<file path="config.mk">
export PLATFORM = sky130hd
export DESIGN_NAME = seq_pattern_detector_flat
export DESIGN_NICKNAME = d
export VERILOG_FILES = /design/src/rtl/seq_pattern_detector_if.sv /design/src/rtl/seq_pattern_detector.sv /design/src/flat_wrapper.sv
export SDC_FILE = /design/constraint.sdc
export NUM_CORES = 1
export LEC_CHECK = 0
export ABC_AREA = 1
export CORE_MARGIN = 8
export CORE_UTILIZATION = 48
export CTS_BUF_LIST = sky130_fd_sc_hd__clkbuf_4 sky130_fd_sc_hd__clkbuf_8 sky130_fd_sc_hd__clkbuf_16
export CTS_CLUSTER_SIZE = 20
export DETAILED_ROUTE_END_ITERATION = 6
export GPL_ROUTABILITY_DRIVEN = 0
export HOLD_SLACK_MARGIN = 0.08
export PLACE_DENSITY = 0.69
export SLEW_MARGIN = 5
export SYNTH_ARGS = -nofsm -noshare
export SYNTH_HDL_FRONTEND = slang
export SYNTH_SLANG_ARGS = --single-unit
</file>
<file path="constraint.sdc">
create_clock -name clk -period 2.82 [get_ports clk]
set_input_delay 0.423 -clock clk [delete_from_list [all_inputs] [get_ports clk]]
set_output_delay 0.423 -clock clk [all_outputs]
set_load 0.005 [all_outputs]
</file>
<file path="src/rtl/seq_pattern_detector_if.sv">
// Configuration, serial input and match status bundle for seq_pattern_detector.
interface seq_pattern_detector_if #(
    parameter int unsigned N_CH  = 4,
    parameter int unsigned PAT_W = 8,
    parameter int unsigned CNT_W = 8
);
    localparam int unsigned LEN_W = $clog2(PAT_W + 1);

    logic                    cfg_load;
    logic [PAT_W-1:0]        cfg_pattern;
    logic [LEN_W-1:0]        cfg_pat_len;
    logic                    cfg_overlap;
    logic                    clear;
    logic                    in_valid;
    logic [N_CH-1:0]         in_bit;
    logic [N_CH-1:0]         match;
    logic [N_CH-1:0]         match_seen;
    logic [N_CH*CNT_W-1:0]   match_cnt;

    // Driver side: samplers/config owner.
    modport master (
        output cfg_load, cfg_pattern, cfg_pat_len, cfg_overlap, clear, in_valid, in_bit,
        input  match, match_seen, match_cnt
    );

    // Detector side.
    modport slave (
        input  cfg_load, cfg_pattern, cfg_pat_len, cfg_overlap, clear, in_valid, in_bit,
        output match, match_seen, match_cnt
    );
endinterface

</file>
<file path="src/rtl/seq_pattern_detector.sv">
// Multi-channel serial pattern detector with a shared runtime-loadable pattern,
// selectable overlap mode, per-channel match pulses, sticky flags and
// saturating match counters.
module seq_pattern_detector #(
    parameter int unsigned N_CH  = 4,
    parameter int unsigned PAT_W = 8,
    parameter int unsigned CNT_W = 8
) (
    input  logic                  clk,
    input  logic                  rst_n,
    seq_pattern_detector_if.slave bus
);
    localparam int unsigned       LEN_W   = $clog2(PAT_W + 1);
    localparam logic [LEN_W-1:0]  LEN_MAX = LEN_W'(PAT_W);

    // Shared configuration
    logic [PAT_W-1:0] pat_q, pat_d;
    logic [LEN_W-1:0] len_q, len_d;
    logic             ovl_q, ovl_d;

    // Per-channel state
    logic [N_CH-1:0][PAT_W-1:0] hist_q, hist_d;
    logic [N_CH-1:0][LEN_W-1:0] fill_q, fill_d;
    logic [N_CH-1:0][CNT_W-1:0] cnt_q,  cnt_d;
    logic [N_CH-1:0]            match_q, match_d;
    logic [N_CH-1:0]            seen_q,  seen_d;

    // Candidate state if the current bit is accepted
    logic [N_CH-1:0][PAT_W-1:0] hist_n;
    logic [N_CH-1:0][LEN_W-1:0] fill_n;
    logic [N_CH-1:0]            hit;
    logic [PAT_W-1:0]           mask;
    logic [LEN_W-1:0]           len_clamped;

    // Compare mask: low len_q bits set.
    always_comb begin
        mask = '0;
        for (int i = 0; i < int'(PAT_W); i++) begin
            mask[i] = (LEN_W'(i) < len_q);
        end
    end

    // Per-channel shifted history, saturating fill and match decision.
    always_comb begin
        hist_n = '0;
        fill_n = '0;
        hit    = '0;
        for (int c = 0; c < int'(N_CH); c++) begin
            hist_n[c] = {hist_q[c][PAT_W-2:0], bus.in_bit[c]};
            fill_n[c] = (fill_q[c] >= LEN_MAX) ? LEN_MAX : fill_q[c] + LEN_W'(1);
            hit[c]    = bus.in_valid && (len_q != '0) && (fill_n[c] >= len_q) &&
                        (((hist_n[c] ^ pat_q) & mask) == '0);
        end
    end

    // Pattern length above PAT_W is clamped at load.
    always_comb begin
        len_clamped = (bus.cfg_pat_len > LEN_MAX) ? LEN_MAX : bus.cfg_pat_len;
    end

    // Next-state: clear > cfg_load > in_valid; idle cycles hold everything.
    always_comb begin
        pat_d   = pat_q;
        len_d   = len_q;
        ovl_d   = ovl_q;
        hist_d  = hist_q;
        fill_d  = fill_q;
        cnt_d   = cnt_q;
        seen_d  = seen_q;
        match_d = '0;

        if (bus.cfg_load) begin
            pat_d = bus.cfg_pattern;
            len_d = len_clamped;
            ovl_d = bus.cfg_overlap;
        end

        if (bus.clear) begin
            hist_d = '0;
            fill_d = '0;
            cnt_d  = '0;
            seen_d = '0;
        end else if (bus.cfg_load) begin
            hist_d = '0;
            fill_d = '0;
        end else if (bus.in_valid) begin
            for (int c = 0; c < int'(N_CH); c++) begin
                match_d[c] = hit[c];
                if (hit[c] && !ovl_q) begin
                    hist_d[c] = '0;
                    fill_d[c] = '0;
                end else begin
                    hist_d[c] = hist_n[c];
                    fill_d[c] = fill_n[c];
                end
                if (hit[c]) begin
                    seen_d[c] = 1'b1;
                    if (cnt_q[c] != '1) begin
                        cnt_d[c] = cnt_q[c] + CNT_W'(1);
                    end
                end
            end
        end
    end

    // State registers.
    always_ff @(posedge clk or negedge rst_n) begin
        if (!rst_n) begin
            pat_q   <= '0;
            len_q   <= '0;
            ovl_q   <= 1'b0;
            hist_q  <= '0;
            fill_q  <= '0;
            cnt_q   <= '0;
            seen_q  <= '0;
            match_q <= '0;
        end else begin
            pat_q   <= pat_d;
            len_q   <= len_d;
            ovl_q   <= ovl_d;
            hist_q  <= hist_d;
            fill_q  <= fill_d;
            cnt_q   <= cnt_d;
            seen_q  <= seen_d;
            match_q <= match_d;
        end
    end

    assign bus.match      = match_q;
    assign bus.match_seen = seen_q;
    assign bus.match_cnt  = cnt_q;
endmodule

</file>
<file path="src/flat_wrapper.sv">
// flat-port wrapper written by rule: the top's interface ports become plain ports
module seq_pattern_detector_flat 
#(
    parameter int unsigned N_CH  = 4,
    parameter int unsigned PAT_W = 8,
    parameter int unsigned CNT_W = 8
)
  (clk, rst_n, bus_cfg_load, bus_cfg_pattern, bus_cfg_pat_len, bus_cfg_overlap, bus_clear, bus_in_valid, bus_in_bit, bus_match, bus_match_seen, bus_match_cnt);
  seq_pattern_detector_if #(.N_CH(N_CH), .PAT_W(PAT_W), .CNT_W(CNT_W)) bus_i ();
  input  logic clk;
  input  logic rst_n;
  input wire logic [$bits(bus_i.cfg_load)-1:0] bus_cfg_load;
  input wire logic [$bits(bus_i.cfg_pattern)-1:0] bus_cfg_pattern;
  input wire logic [$bits(bus_i.cfg_pat_len)-1:0] bus_cfg_pat_len;
  input wire logic [$bits(bus_i.cfg_overlap)-1:0] bus_cfg_overlap;
  input wire logic [$bits(bus_i.clear)-1:0] bus_clear;
  input wire logic [$bits(bus_i.in_valid)-1:0] bus_in_valid;
  input wire logic [$bits(bus_i.in_bit)-1:0] bus_in_bit;
  output wire logic [$bits(bus_i.match)-1:0] bus_match;
  output wire logic [$bits(bus_i.match_seen)-1:0] bus_match_seen;
  output wire logic [$bits(bus_i.match_cnt)-1:0] bus_match_cnt;
  assign bus_i.cfg_load = bus_cfg_load;
  assign bus_i.cfg_pattern = bus_cfg_pattern;
  assign bus_i.cfg_pat_len = bus_cfg_pat_len;
  assign bus_i.cfg_overlap = bus_cfg_overlap;
  assign bus_i.clear = bus_clear;
  assign bus_i.in_valid = bus_in_valid;
  assign bus_i.in_bit = bus_in_bit;
  assign bus_match = bus_i.match;
  assign bus_match_seen = bus_i.match_seen;
  assign bus_match_cnt = bus_i.match_cnt;
  seq_pattern_detector #(.N_CH(N_CH), .PAT_W(PAT_W), .CNT_W(CNT_W)) u_core (.clk(clk), .rst_n(rst_n), .bus(bus_i));
endmodule
</file>
==> run_results.csv <==
group,metric,value,unit
run_status,run_status,"finished, violations left",
run_status,violations,"design-rule violations",
clock_tree,cts_setup_buffers,0,
floorplan,die_w,128,um
synthesis,yosys.area.top_type_share,0.403,
pwr,p_per_area,444,mW/mm2
global_routing,grt-ovfl-total,0,
floorplan,ios,62,
synthesis,yosysWarnings,0,
floorplan,die_area,0.0164,mm2
floorplan,row_count,41,
finish,nNetsFinal,926,
placed_design,dp.cells,1037,
drt,viasPerCell,5.47,
worst_setup_path,worst-path-buf-inv,2,
drt,num_vias,5759,
floorplan,core_area,0.0124,mm2
synthesis,synth.most_common_cell,"nand2_1",
worst_setup_path,crit_cells,12,
finish,syn2layout_area_growth,18.2,%
worst_setup_path,r2r-end,"u_core.fill_q[14]",
global_routing,antenna_found_initial,0,
sta,drv_slew,0,
global_routing,grt_pass1_wl,26.5,mm
worst_setup_path,cp_common_cell,"nand2_1",
clock_tree,cts.sinks,97,
worst_setup_path,rr_worst_depth,12,
synthesis,netlist_instances,819,
pwr,p_comb_frac,0.147,
finish,diodes,0,
worst_setup_path,timing.reg2reg.setup_slack,170,ps
clock_tree,clockRootBuffer,"clkbuf_16",
run,maxCapViolations,0,
sta,setup_violations,0,
pwr,p_leak,0.00344,uW
worst_setup_path,crit_path_max_fanout,11,
worst_setup_path,cp-endpoint,"u_core.fill_q[14]",
drt,routed_wire_length_per_instance,15.4,um
sta,rsz0062_at_grt,"no",
drt,routed_wl,16.2,mm
synthesis,synth_cell_types,35,
finish,drive_gt1_frac,0.0705,
finish,layout.cells.non_filler,1052,
synthesis,synthTopCellsByArea,"dfrtp_1, nand2_1, inv_1, ha_1, nand3_1",
pwr,p_int,2290,uW
clock_tree,ctsHtreeMaxLevel,3,
worst_setup_path,cpPeakStageDelay,510,ps
worst_setup_path,cp_top_family,"simple AND/OR/NAND/NOR gates",
placed_design,io_buffers,61,
drt,postRouteAntennaNets,0,
clock_tree,cts_tree,"yes",
clock_tree,cts.path.max_buffers,2,
synthesis,ys_seq_area_frac,0.403,
pwr,irDropWorstVdd,0.000235,V
synthesis,synth_area_leader_cell,"dfrtp_1",
worst_setup_path,critPathLaunchType,"flip-flop",
synthesis,ys_seq_elements,97,
clock_tree,clk_pin_slew,60,ps
floorplan,die_height,128,um
global_routing,grt_use_total,0.201,
worst_setup_path,crit_path_cell_trace,"inv_1 -> ha_1 -> inv_1 -> nor2_1 -> ha_1 -> nand2_1 -> nand2_1 -> nand2_1 -> a21oi_1 -> nand3_2 -> nor2_2 -> o22ai_1",
global_routing,grt_pass1_vias,5444,
drt,first_iter_violations,535,
sta,period_share,0.940,
sta,hold_viol_final,0,
pwr,seq_power_share,0.467,
pwr,power_switching,875,uW
synthesis,synth_edf_count,0,
clock_tree,cts_buffers,9,
finish,final_util,0.574,
worst_setup_path,endpoint_kind,"flip-flop",
worst_setup_path,startpoint,"u_core.fill_q[12]",
sta,setup_tns,0,ps
synthesis,synth_area,0.00602,mm2
placed_design,hpwl,11.5,mm
sta,min_period,2650,ps
drt,dr.pass1.iters,7,
worst_setup_path,crit_required,3010,ps
floorplan,start_util,0.485,
clock_tree,insertion_delay,350,ps
synthesis,async_flop_share,1.00,
sta,tightest_slew,625,ps
sta,fin_skew,7.74,ps
pwr,p_clk_frac,0.386,
finish,fin_area,0.00712,mm2
worst_setup_path,slowest_stage,"nor2_2",
sta,slew_headroom,0.583,
synthesis,synth_common_cells,"nand2_1, inv_1, dfrtp_1",
finish,fillers,1178,
placed_design,place_area,0.00683,mm2
pwr,swShare,0.277,
synthesis,syn-num-nets,869,
worst_setup_path,crit_arrival,2840,ps
worst_setup_path,r2r-start,"u_core.fill_q[12]",
min_path,hold_path.class,"in2async",
sta,hold_slack,65.0,ps
worst_setup_path,setup.worst_path.class,"reg2reg",
synthesis,avgSynthCellArea,7.35,um2
drt,drc,2,
sta,max_clock_freq,377,MHz
synthesis,synthFlopType,"dfrtp_1",
global_routing,grt_max_degree,56,
power groups by stage:
stage               sequential [uW]  combinational (uW)  clock (uW)
CTS                            1480                 467        1240
global route                   1480                 530        1300
floorplan                      1490                 282           0
detailed placement             1500                 465           0
global placement               1500                 453           0
finish                         1480                 466        1220
cell families after synthesis:
family,after synthesis,share of synthesized area
flops,97,0.403
simple gates,464,0.340
compound gates,85,0.0960
xor+xnor,10,0.0145
buf+inv,135,0.0879
fa+ha+maj,28,0.0582
placed cells by master, fill, tap and decap left out, types with 3 or more instances in the layout:
master | Yosys | layout
a21oi_1 | 14 | 14
buf_4 | 4 | 11
clkbuf_16 | 0 | 9
clkdlybuf4s50_1 | 0 | 60
clkinv_2 | 0 | 3
dfrtp_1 | 97 | 97
ha_1 | 28 | 28
inv_1 | 106 | 106
nand2_1 | 254 | 254
nand2_2 | 8 | 8
nand3_1 | 64 | 64
nand3_2 | 3 | 3
nand4_1 | 38 | 38
nor2_1 | 64 | 64
nor2_2 | 6 | 5
nor3_1 | 15 | 15
nor3b_1 | 8 | 8
o21a_1 | 3 | 3
o21ai_0 | 11 | 11
o21bai_1 | 3 | 3
o22ai_1 | 34 | 34
o22ai_2 | 10 | 10
o31ai_1 | 4 | 4
xnor2_1 | 4 | 4
xor2_1 | 6 | 6
repair_timing:
item / 4_1_cts / 5_1_grt
hold buffers: 0 / 0
endpoints found under the setup margin: 0 / 11
resized for setup: 0 / 1
per-layer routing:
layer  up-vias  track usage  wire, um
met2       191        0.319      7530
met1      2756        0.267      7400
met4         0       0.0825       333
met5         -            0         0
li1       2788            -         -
met3        24       0.0349       902
sequential cells by signal, indices dropped and copies added (netlist names):
register	flops
u_core.pat_q	8
u_core.bus.match_seen	4
u_core.fill_q	16
u_core.bus.match	4
u_core.hist_n	28
u_core.bus.match_cnt	32
u_core.len_q	4
u_core.ovl_q	1
worst min-delay path by stage:
stage,cells past startpoint,slack (ps),start,to
after floorplan,0,130,rst_n,u_core.bus.match[0]
after global placement,1,460,rst_n,u_core.hist_n[11]
after detailed placement,1,460,rst_n,u_core.hist_n[11]
after CTS,1,90,rst_n,u_core.hist_n[11]
after global routing,1,110,rst_n,u_core.hist_n[11]
final,1,70,rst_n,u_core.hist_n[9]
per-stage QoR:
stage / power [uW] / setup slack [ps]
CTS: 3190 / 101
detailed placement: 1970 / 146
floorplan: 1770 / 775
global route: 3310 / 3.23
finish: 3160 / 170
global placement: 1950 / 192
worst reg2reg max path, cell delays in order (launching register included):
cell,delay (ps)
dfrtp_1,390
inv_1,150
ha_1,250
inv_1,50
nor2_1,50
ha_1,280
nand2_1,60
nand2_1,50
nand2_1,50
a21oi_1,290
nand3_2,210
nor2_2,510
o22ai_1,160
final cells by class:
cell class | count | area (um2) | share of cell area
Multi-Input combinational cell | 587 | 3080 | 0.433
Sequential cell | 97 | 2430 | 0.341
Timing Repair Buffer | 72 | 703 | 0.0988
Inverter | 109 | 409 | 0.0575
Clock buffer | 11 | 240 | 0.0337
Tap cell | 172 | 215 | 0.0302
Clock inverter | 4 | 45.0 | 0.00633
Power figures use the tool's default switching activity.
